$ cat src/rtl/usb3_fifo_rd_ctrl.sv
// usb3_fifo_rd_ctrl: synchronous-slave-FIFO burst reader for the USB3 bridge.
// Rev 1.0 - initial release.
`timescale 1ns/1ps
`default_nettype none

module usb3_fifo_rd_ctrl #(
  parameter int         BURST_LEN = 256,
  parameter int         RD_LAT    = 2,
  parameter logic [1:0] FIFO_ADDR = 2'b11,
  parameter int         GAP_CYC   = 4
) (
  input  logic        clk,
  input  logic        rst_n,
  input  logic        USB3_FLAGA,
  input  logic [31:0] USB3_DQ,
  input  logic        rd_en,
  output logic        USB3_SLCS_n,
  output logic        USB3_SLOE_n,
  output logic        USB3_SLRD_n,
  output logic [1:0]  USB3_A,
  output logic [31:0] data,
  output logic        data_valid,
  output logic [3:0]  usb_rd_state,
  output logic        burst_done
);

  // State encodings double as the published phase code where they coincide.
  localparam logic [3:0] S_IDLE   = 4'd0;
  localparam logic [3:0] S_SELECT = 4'd1;
  localparam logic [3:0] S_OE     = 4'd2;
  localparam logic [3:0] S_STROBE = 4'd3;
  localparam logic [3:0] S_TAIL   = 4'd7;
  localparam logic [3:0] S_DONE   = 4'd8;
  localparam logic [3:0] S_GAP    = 4'd9;

  localparam logic [8:0] STROBE_LAST = 9'(BURST_LEN - 1);
  localparam logic [8:0] TAIL_LAST   = 9'(RD_LAT);
  localparam logic [8:0] GAP_LAST    = 9'(GAP_CYC - 1);

  logic [3:0]        state_q, state_d;
  logic [8:0]        cnt_q, cnt_d;
  logic [RD_LAT-1:0] pipe_q, pipe_d;
  logic              slcs_n_q, sloe_n_q, slrd_n_q;
  logic [1:0]        addr_q;
  logic [31:0]       data_q;
  logic              valid_q, done_q;
  logic [3:0]        code_q, code_d;
  logic              capture;
  logic              sel_d, oe_d;

  assign capture = pipe_q[RD_LAT-1];

  generate
    if (RD_LAT == 1) begin : g_pipe_single
      assign pipe_d = ~slrd_n_q;
    end else begin : g_pipe_multi
      assign pipe_d = {pipe_q[RD_LAT-2:0], ~slrd_n_q};
    end
  endgenerate

  always_comb begin
    state_d = state_q;
    cnt_d   = cnt_q;
    case (state_q)
      S_IDLE: begin
        cnt_d = '0;
        if (USB3_FLAGA && rd_en) state_d = S_SELECT;
      end
      S_SELECT: state_d = S_OE;
      S_OE: begin
        state_d = S_STROBE;
        cnt_d   = '0;
      end
      S_STROBE: begin
        if (cnt_q == STROBE_LAST) begin
          state_d = S_TAIL;
          cnt_d   = '0;
        end else begin
          cnt_d = cnt_q + 9'd1;
        end
      end
      // TAIL runs RD_LAT+1 cycles so the last captured word is out before DONE.
      S_TAIL: begin
        if (cnt_q == TAIL_LAST) begin
          state_d = S_DONE;
          cnt_d   = '0;
        end else begin
          cnt_d = cnt_q + 9'd1;
        end
      end
      S_DONE: begin
        state_d = S_GAP;
        cnt_d   = '0;
      end
      S_GAP: begin
        if (cnt_q == GAP_LAST) begin
          state_d = S_IDLE;
          cnt_d   = '0;
        end else begin
          cnt_d = cnt_q + 9'd1;
        end
      end
      default: begin
        state_d = S_IDLE;
        cnt_d   = '0;
      end
    endcase
  end

  always_comb begin
    sel_d = (state_d == S_SELECT) || (state_d == S_OE) ||
            (state_d == S_STROBE) || (state_d == S_TAIL);
    oe_d  = (state_d == S_OE) || (state_d == S_STROBE) || (state_d == S_TAIL);
    case (state_d)
      S_SELECT: code_d = 4'd1;
      S_OE:     code_d = 4'd2;
      S_STROBE: code_d = capture ? 4'd6 : 4'd3;
      S_TAIL:   code_d = capture ? 4'd6 : 4'd7;
      S_DONE:   code_d = 4'd8;
      S_GAP:    code_d = 4'd9;
      default:  code_d = 4'd0;
    endcase
  end

  // Outputs are registered from the next state so each pin matches its phase.
  always_ff @(posedge clk or negedge rst_n) begin
    if (!rst_n) begin
      state_q  <= S_IDLE;
      cnt_q    <= '0;
      pipe_q   <= '0;
      slcs_n_q <= 1'b1;
      sloe_n_q <= 1'b1;
      slrd_n_q <= 1'b1;
      addr_q   <= 2'b00;
      data_q   <= '0;
      valid_q  <= 1'b0;
      done_q   <= 1'b0;
      code_q   <= 4'd0;
    end else begin
      state_q  <= state_d;
      cnt_q    <= cnt_d;
      pipe_q   <= pipe_d;
      slcs_n_q <= ~sel_d;
      sloe_n_q <= ~oe_d;
      slrd_n_q <= (state_d != S_STROBE);
      addr_q   <= sel_d ? FIFO_ADDR : 2'b00;
      valid_q  <= capture;
      if (capture) data_q <= USB3_DQ;
      done_q   <= (state_d == S_DONE);
      code_q   <= code_d;
    end
  end

  assign USB3_SLCS_n  = slcs_n_q;
  assign USB3_SLOE_n  = sloe_n_q;
  assign USB3_SLRD_n  = slrd_n_q;
  assign USB3_A       = addr_q;
  assign data         = data_q;
  assign data_valid   = valid_q;
  assign usb_rd_state = code_q;
  assign burst_done   = done_q;

endmodule

`default_nettype wire

$ cat config.mk
export PLATFORM = sky130hd
export DESIGN_NAME = usb3_fifo_rd_ctrl
export DESIGN_NICKNAME = d
export VERILOG_FILES = /design/src/rtl/usb3_fifo_rd_ctrl.sv
export SDC_FILE = /design/constraint.sdc
export NUM_CORES = 1
export LEC_CHECK = 0
export BUFFER_PORTS_ARGS = -buffer_cell sky130_fd_sc_hd__buf_2
export CELL_PAD_IN_SITES_DETAIL_PLACEMENT = 0
export CELL_PAD_IN_SITES_GLOBAL_PLACEMENT = 1
export CORE_UTILIZATION = 44
export CTS_BUF_LIST = sky130_fd_sc_hd__clkbuf_8
export CTS_CLUSTER_SIZE = 16
export DETAILED_ROUTE_END_ITERATION = 8
export PLACE_DENSITY_LB_ADDON = 0.1
export SYNTH_ARGS = -nofsm -noshare
export SYNTH_HDL_FRONTEND = slang
export SYNTH_SLANG_ARGS = --single-unit
$ cat constraint.sdc
create_clock -name clk -period 4 [get_ports clk]
set_input_delay 0.2 -clock clk [delete_from_list [all_inputs] [get_ports clk]]
set_output_delay 0.2 -clock clk [all_outputs]
set_load 0.005 [all_outputs]
==> results.toml, run 1 <==
[clocking]
cts_buffers = 9
root_buffer = "clkbuf_8"
postCtsSetupBuffers = 0
cts_tree = "yes"
clk_latency_ns = 0.32
cts_sinks = 57
cts_max_path_buffers = 2
cts-resized-gates = 0
htreeDepth = 3
path_clk_slew_ns = 0.06
cts-hold-fix-buffers = 0

[yosys]
ys_ff_latch = 57
avgSynthCellArea_um2 = 13.6
async_flop_share_pct = 100
mappedNetlistArea_um2 = 2420
synth-edff-count = 0
seq_area_frac_synth_pct = 59.0
ys_types = 47
synth_warnings = 0
synth_fp_nets = 218
syn_inst = 178
ys.flop_type = "dfrtp_1"

[detailed_routing]
via_per_inst = 4.90
ant_nets = 0
dr_total_vias = 1647
drc = 0
wl_mm = 4.41
first_pass_iters = 5
drtIter0Drc = 83
route.detailed.wl_per_inst_um = 13.1

[pwr]
power.density_nw_per_um2 = 365
p_int_mw = 0.860
ir_worst_vdd_uv = 192
p_clk_share_pct = 40.2
p_leak_nw = 1.46
power_switching_mw = 0.245
swShare_pct = 22.2
seq_power_share_pct = 54.2
p_comb_share_pct = 5.6

[global_route]
grt_antenna_before_repair = 0
gr-total-overflow = 0
track_usage_pct = 17.0
grt_pass1_wl_mm = 7.68
met3_usage_pct = 6.59
grt_max_degree = 58
grt_pass1_vias = 1662
grt-busiest-layer = "met2"
grt.met1_usage_pct = 21.2
use_met2_pct = 26.6

[setup_path]
critPathCaptureType = "flip-flop"
worst-setup-path-type = "flip-flop to flip-flop"
cp_data_arrival_time_ns = 2.57
cp_slowest_cell = "dfrtp_1"
critPathLaunchType = "flip-flop"
required_ns = 4.21
max_stage_delay_ns = 0.42
crit_path_cell_trace = "ha_1 > nand3_1 > nor2_1 > nand3_1 > inv_1 > ha_1 > nor4_1 > o31ai_4 > nor3_2 > a211o_1"
path_max_fanout = 8

[sta]
hold_viol = 0
min_period_ns = 2.36
tightest_slew_ns = 0.804
finClkSkew_ns = 0.00791
fin_tns_setup_ns = 0
rsz0062_at_grt = "no"
max_slew_margin_pct = 45.6
setup-violations-final = 0
finalCritPeriodShare_pct = 59.1
drv_slew = 0
fmax_mhz = 423

[layout]
final_net_count = 301
diodes = 0
areaGrowthSynthToFinish_pct = 25.1
drive_gt1_share_pct = 54.1
fillCellCount = 443
finalInstanceArea_um2 = 3030

[floorplanning]
start_util_pct = 46.6
fp.dieW_um = 76.2
num_io_pins = 79
die_area_um2 = 5810
die_h_um = 76.2
fp.coreArea_um2 = 5200
rows = 26

[flow_run]
drv_cap = 0

[hold_path]
hold_path.class = "primary input to async pin"

[placement]
place_area_um2 = 2870
place_congestion = 0.798
portBuffers = 78
place_hpwl_mm = 3.10

[outcome]
outcome = "completed"
## worst max-delay path, delay by kind of cell, from the launching register on
kind            cells  cell delay, ns
buf+inv             1            0.07
compound gates      2            0.63
fa+ha+maj           2            0.50
simple gates        5            0.64
flops               1            0.42
## cell families (layout without fill, tap and decap cells)
| kind of cell | after synthesis | after routing | share of synthesized area [%] |
|---|---|---|---|
| multiplexers | 32 | 32 | 14.9 |
| AND/OR/NAND/NOR | 41 | 41 | 10.1 |
| buffers and inverters | 16 | 104 | 3.35 |
| XOR/XNOR | 3 | 3 | 1.08 |
| adder cells (fa/ha/maj) | 4 | 4 | 2.06 |
| AO/OA/AOI/OAI | 25 | 25 | 9.60 |
| flip-flops | 57 | 57 | 59.0 |
## cells in the mapped netlist (2+ instances only)
| library cell | count | area (µm²) |
|---|---|---|
| nand4_1 | 2 | 12.5 |
| or3_2 | 2 | 15.0 |
| nand2_1 | 8 | 30.0 |
| nand3_1 | 5 | 25.0 |
| dfrtp_1 | 54 | 1350 |
| a21oi_1 | 3 | 15.0 |
| xor2_1 | 2 | 17.5 |
| dfstp_2 | 3 | 78.8 |
| mux2_2 | 32 | 360 |
| inv_1 | 8 | 30.0 |
| o21bai_1 | 2 | 15.0 |
| a21o_1 | 2 | 15.0 |
| o21ai_0 | 5 | 25.0 |
| clkbuf_1 | 4 | 15.0 |
| nor2_1 | 7 | 26.3 |
| buf_4 | 3 | 22.5 |
| nor4_1 | 2 | 12.5 |
| ha_1 | 4 | 50.1 |
| and3_2 | 2 | 15.0 |
## power groups by stage
stage	sequential, mW	combinational, mW	clock, mW
after global routing	0.602	0.0688	0.491
after global placement	0.610	0.0625	0
final	0.600	0.0616	0.444
after floorplan	0.613	0.0144	0
after CTS	0.600	0.0634	0.458
after detailed placement	0.610	0.0633	0
## state kept, by name, summed over array words and instances, names as in the netlist
name / flops
data: 32
cnt_q: 9
state_q: 4
usb_rd_state: 4
pipe_q: 2
USB3_A: 1
USB3_SLCS_n: 1
USB3_SLOE_n: 1
USB3_SLRD_n: 1
burst_done: 1
data_valid: 1
## cell usage in the layout (no fill, tap or decap), types with 2 or more instances in the layout
cell type	count
ha_1	4
nor4_1	2
nand4_1	2
o21bai_1	2
dfrtp_1	54
a21o_1	2
xor2_1	2
and3_2	2
buf_4	2
clkbuf_8	10
or3_2	2
nor2_1	7
mux2_2	32
nand3_1	5
buf_2	78
nand2_1	8
a21oi_1	3
inv_1	11
o21ai_0	5
dfstp_2	3
clkinv_2	2
## worst paths after layout
kind	from	endpoint	slack, ns	cells past startpoint
setup / recovery	cnt_q[0]	cnt_q[4]	1.64	10
setup reg to reg	cnt_q[0]	cnt_q[4]	1.64	10
max in group asynchronous	rst_n	data[11]	3.53	2
min in group clk	USB3_DQ[25]	data[25]	0.10	2
hold reg to reg	pipe_q[0]	pipe_q[1]	0.35	0
hold / removal	rst_n	data[16]	0.004	2
## per-layer routing
| metal | wire length, µm | part of all wire (%) |
|---|---|---|
| met2 | 1990 | 45 |
| met1 | 2090 | 47 |
| met5 | 0 | 0 |
| met3 | 295 | 6.7 |
| met4 | 34 | 0.77 |
## through the flow
step / total power [mW] / hold slack [ns] / utilization, % / std cells / setup WS (ns)
final: 1.11 / 0.00409 / 58.3 / 336 / 1.64
after global routing: 1.16 / 0.0554 / 58.3 / 336 / 1.38
after CTS: 1.12 / 0.0234 / 58.3 / 336 / 1.66
after detailed placement: 0.674 / 0.339 / 55.1 / 320 / 1.68
after global placement: 0.672 / 0.336 / 55.1 / 320 / 1.76
after floorplan: 0.627 / -0.0956 / - / 178 / 1.96
## cell type report
class                           count  area (µm²)  share of cell area (%)
Clock buffer                       10         138                    4.54
Clock inverter                      6        28.8                   0.949
Multi-Input combinational cell    105         913                    30.1
Tap cell                           70        87.6                    2.89
Inverter                            8        30.0                   0.990
Timing Repair Buffer               80         405                    13.4
Sequential cell                    57        1430                    47.2
No activity file was read; power rests on OpenSTA's default activity.
==> inputs of run 2 (changes only) <==
CORE_UTILIZATION = 41   (was 44)
clock period = 2.3 ns   (was 4 ns; I/O delays follow)
==> run 2 against run 1 <==
Die area increased by 7.1%. Critical path depth unchanged. Sequential share of layout area is 2.1 points lower. Combinational power grew 88%. Clock power increased by 87%. Clock skew decreased by 0.0028 ns. Highest routed layer unchanged.
==> results.toml, run 2 (synthesized netlist as in run 1, its figures left out) <==
[layout]
diodes = 0
layout_common_cells = "78 x buf_2, 53 x dfrtp_1, 32 x mux2_2, 12 x clkbuf_8, 10 x inv_1"
drive_gt1_share_pct = 55.8
final_util_pct = 56.7
areaGrowthSynthToFinish_pct = 31.1
final_net_count = 313
largest_reg_flops = 32
layout_commonest_cell = "buf_2"
finalInstanceArea_um2 = 3180

[detailed_routing]
dr_total_vias = 1712
drc = 0
via_per_inst = 4.89
first_pass_iters = 4
ant_nets = 0
drtIter0Drc = 31
wl_mm = 4.78
route.detailed.wl_per_inst_um = 13.6

[floorplanning]
die_h_um = 78.9
fp.dieW_um = 78.9
fp.coreArea_um2 = 5610
die_area_um2 = 6230
num_io_pins = 79
start_util_pct = 43.2
rows = 27

[placement]
portBuffers = 78
place_congestion = 0.751
place_area_um2 = 2920
place_hpwl_mm = 3.51

[setup_path]
critPathCaptureType = "flip-flop"
r2r_start = "cnt_q[1]"
reg2reg_depth = 10
critPathLaunchType = "flip-flop"
path_max_fanout = 8
r2r-end = "cnt_q[4]"
reg2reg_slack_ns = 0.16
required_ns = 2.51
worst-setup-path-type = "flip-flop to flip-flop"
cp_data_arrival_time_ns = 2.35

[sta]
min_period_ns = 2.14
hold_viol = 0
tightest_slew_ns = 0.709
drv_slew = 0
fin_tns_setup_ns = 0
rsz0062_at_grt = "no"
finalCritPeriodShare_pct = 93.1
fmax_mhz = 467
max_slew_margin_pct = 52.7
fin_hold_ws_ns = 0.0179
setup-violations-final = 0
finClkSkew_ns = 0.00515

[global_route]
grt_max_degree = 33
grt_antenna_before_repair = 0
gr-total-overflow = 0
grt_pass1_vias = 1681
grt_pass1_wl_mm = 7.82
track_usage_pct = 16.8

[hold_path]
hold_end = "data[18]"
min-delay-start = "USB3_DQ[18]"
hold_depth = 2
hold_path.class = "primary input to flip-flop"

[clocking]
cts_buffers = 9
root_buffer = "clkbuf_8"
clk_latency_ns = 0.32
path_clk_slew_ns = 0.06
cts_sinks = 57
cts_max_path_buffers = 2
cts_tree = "yes"
htreeDepth = 3

[pwr]
power.density_nw_per_um2 = 626
p_leak_nw = 1.53
ir_worst_vdd_uv = 367

[outcome]
outcome = "completed"

[flow_run]
drv_cap = 0
==> run 2: through the flow <==
step | power (mW) | worst slack [ns] | cells
after floorplan | 1.09 | 0.262 | 178
after global placement | 1.17 | 0.266 | 327
after detailed placement | 1.17 | 0.211 | 327
after CTS | 2.02 | 0.181 | 346
after global routing | 2.09 | 0.0241 | 350
final | 1.99 | 0.159 | 350
==> run 2: worst max path at each step <==
stage             start  depth (start not counted)  endpoint  slack, ns
3_3_place_gp   cnt_q[0]                         10  cnt_q[4]       0.27
2_1_floorplan  cnt_q[0]                         10  cnt_q[4]       0.26
6_report       cnt_q[1]                         10  cnt_q[4]       0.16
4_1_cts        cnt_q[0]                         10  cnt_q[4]       0.18
3_5_place_dp   cnt_q[0]                         10  cnt_q[4]       0.21
5_1_grt        cnt_q[1]                         10  cnt_q[4]       0.02
==> run 2: cell type report <==
class / instances / area, µm²
inverters: 8 / 30.0
well taps: 72 / 90.1
fillers: 508 / 2430
clock buffers: 12 / 165
multi-input cells: 105 / 922
clock inverters: 4 / 20.0
repair buffers: 92 / 520
flip-flops and latches: 57 / 1430
==> run 2: worst max-delay path: stages, from the launching register on <==
cell and delay, ns:
dfrtp_1 0.40, ha_1 0.19, nand3_1 0.09, nor2_1 0.15
nand3_1 0.12, inv_1 0.07, ha_2 0.19, nor4_2 0.06
o31ai_4 0.42, nor3_2 0.07, a211o_1 0.27
==> run 2: where the power goes <==
part | internal, mW | leakage, nW | switching (mW)
registers | 1.03 | 0.646 | 0.0120
clock network | 0.469 | 0.101 | 0.360
logic | 0.0671 | 0.780 | 0.0493
==> run 2: what timing repair did <==
item	4_1_cts	5_1_grt
hold endpoints to repair	29	2
hold buffers	3	2
gates resized for setup	0	4
endpoints found under the setup margin	0	1
setup buffers	0	2
==> run 2: metal layers <==
layer | share of wire, % | track usage (%)
met2 | 44 | 26.3
met3 | 7.8 | 5.52
met5 | 0 | 0
met4 | 1.5 | 8.18
met1 | 46 | 20.9
==> inputs of run 3 (changes only) <==
CELL_PAD_IN_SITES_DETAIL_PLACEMENT = default   (was 0)
CELL_PAD_IN_SITES_GLOBAL_PLACEMENT = default   (was 1)
CORE_UTILIZATION = 52   (was 41)
PLACE_DENSITY = 0.82   (was default)
PLACE_DENSITY_LB_ADDON = default   (was 0.1)
SETUP_SLACK_MARGIN = 0.5   (was default)
==> run 3 against run 2 <==
Die area fell by 21%. Combinational power is 5% higher. First-iteration DRC count rose to 2.5 times the previous value. Worst setup slack gained 0.11 ns. Register-to-register slack improved by 0.11 ns. Critical path depth decreased by 5. Sequential cell count stayed put. Final cell count down 0.29%. Critical endpoint unchanged.
==> results.toml, run 3 (synthesized netlist as in run 1, its figures left out) <==
[global_route]
gr-total-overflow = 0
grt_antenna_before_repair = 0
grt_pass1_wl_mm = 8.57
grt_max_degree = 32
grt_pass1_vias = 1860
track_usage_pct = 23.0

[detailed_routing]
via_per_inst = 5.36
first_pass_iters = 4
route.detailed.wl_per_inst_um = 16.5
drtIter0Drc = 79
ant_nets = 0
wl_mm = 5.77
dr_total_vias = 1869
drc = 0

[setup_path]
cp_data_arrival_time_ns = 2.24
critPathCaptureType = "flip-flop"
path_max_fanout = 7
critPathLaunchType = "flip-flop"
cp_slowest_cell = "or4_4"
max_stage_delay_ns = 0.58
required_ns = 2.51
reg2reg_depth = 5
r2r_start = "cnt_q[6]"
crit_path_cell_trace = "or4_4 > a2bb2oi_4 > o31ai_4 > nor3_2 > a211o_1"
worst-setup-path-type = "flip-flop to flip-flop"
r2r-end = "cnt_q[4]"
reg2reg_slack_ns = 0.27

[clocking]
cts_tree = "yes"
cts_buffers = 9
cts_max_path_buffers = 2
path_clk_slew_ns = 0.07
htreeDepth = 3
root_buffer = "clkbuf_8"
cts_sinks = 57
clk_latency_ns = 0.33

[sta]
finClkSkew_ns = 0.00567
fmax_mhz = 492
setup-violations-final = 0
tightest_slew_ns = 0.610
finalCritPeriodShare_pct = 88.4
max_slew_margin_pct = 59.3
drv_slew = 0
fin_tns_setup_ns = 0
min_period_ns = 2.03
hold_viol = 0
rsz0062_at_grt = "yes"

[placement]
portBuffers = 78
place_hpwl_mm = 3.43
place_congestion = 0.827

[floorplanning]
fp.dieW_um = 70.3
start_util_pct = 54.9
num_io_pins = 79
die_h_um = 70.3
rows = 24
die_area_um2 = 4940
fp.coreArea_um2 = 4410

[hold_path]
min-delay-start = "USB3_DQ[30]"
hold_depth = 2
hold_path.class = "primary input to flip-flop"
hold_end = "data[30]"

[outcome]
outcome = "completed"

[layout]
largest_reg_flops = 32
areaGrowthSynthToFinish_pct = 40.3
layout_common_cells = "78 x buf_2, 48 x dfrtp_1, 32 x mux2_2, 22 x buf_4, 10 x clkbuf_8"
final_net_count = 332
diodes = 0
drive_gt1_share_pct = 63.3
layout_commonest_cell = "buf_2"

[pwr]
power.density_nw_per_um2 = 613
p_leak_nw = 1.64
ir_worst_vdd_uv = 771
finalPower_mw = 2.09

[flow_run]
drv_cap = 0
==> run 3: changes by cell type in the layout (fill, tap and decap cells not counted), sizes merged <==
cell         delta
buf            +16
dlygate4sd3     +3
clkbuf          -2
clkinvlp        +1
inv             -1
clkinv          +1
bufinv          +1
==> run 3: worst max-delay path: cells and delay by family, from the launching register on <==
kind	cells	cell delay (ns)
AO/OA/AOI/OAI	3	0.85
AND/OR/NAND/NOR	2	0.66
flip-flops	1	0.40
==> run 3: worst max path at each step <==
stage | slack, ns | endpoint | from
finish | 0.27 | cnt_q[4] | cnt_q[6]
global route | 0.25 | cnt_q[4] | cnt_q[6]
CTS | 0.30 | cnt_q[4] | cnt_q[2]
detailed placement | 0.15 | cnt_q[4] | cnt_q[0]
global placement | 0.28 | cnt_q[4] | cnt_q[1]
floorplan | 0.39 | cnt_q[4] | cnt_q[1]
==> run 3: final cells by class <==
class                   instances  area, µm²
well taps                      52       65.1
clock buffers                  10        138
fillers                       275       1010
flip-flops and latches         57       1440
multi-input cells             105        995
inverters                       8       30.0
repair buffers                111        678
clock inverters                 6       58.8
==> run 3: layer usage <==
metal,GRT usage (%),part of all wire [%]
met5,0,0
met4,11.1,2.5
met3,7.79,6.7
met2,37.9,49
met1,26.7,42
==> run 3: metrics by stage <==
step                area, µm²  util [%]  worst slack [ns]  std cells  hold WS (ns)
CTS                      3340      75.6             0.302        342      0.000418
detailed placement       2930      66.4             0.153        303         0.167
finish                   3400      77.1             0.267        349        0.0124
floorplan                2490         -             0.391        178        -0.181
global route             3400      77.1             0.246        349       0.00706
global placement         2930      66.4             0.277        303         0.160
==> run 3: where the power goes <==
part           leakage (nW)  switching [mW]  total, mW  internal, mW
Clock                0.0995           0.398      0.919         0.521
Combinational         0.896          0.0506      0.122        0.0717
Sequential            0.641          0.0128       1.04          1.03
==> run 3: timing repair <==
action                                  in CTS  in global routing
endpoints found under the hold margin       33                  0
buffers inserted                            15                  7
hold buffers                                 8                  0
endpoints found under the setup margin      10                 13
pin swaps                                    7                  6
gates resized for setup                     11                  5
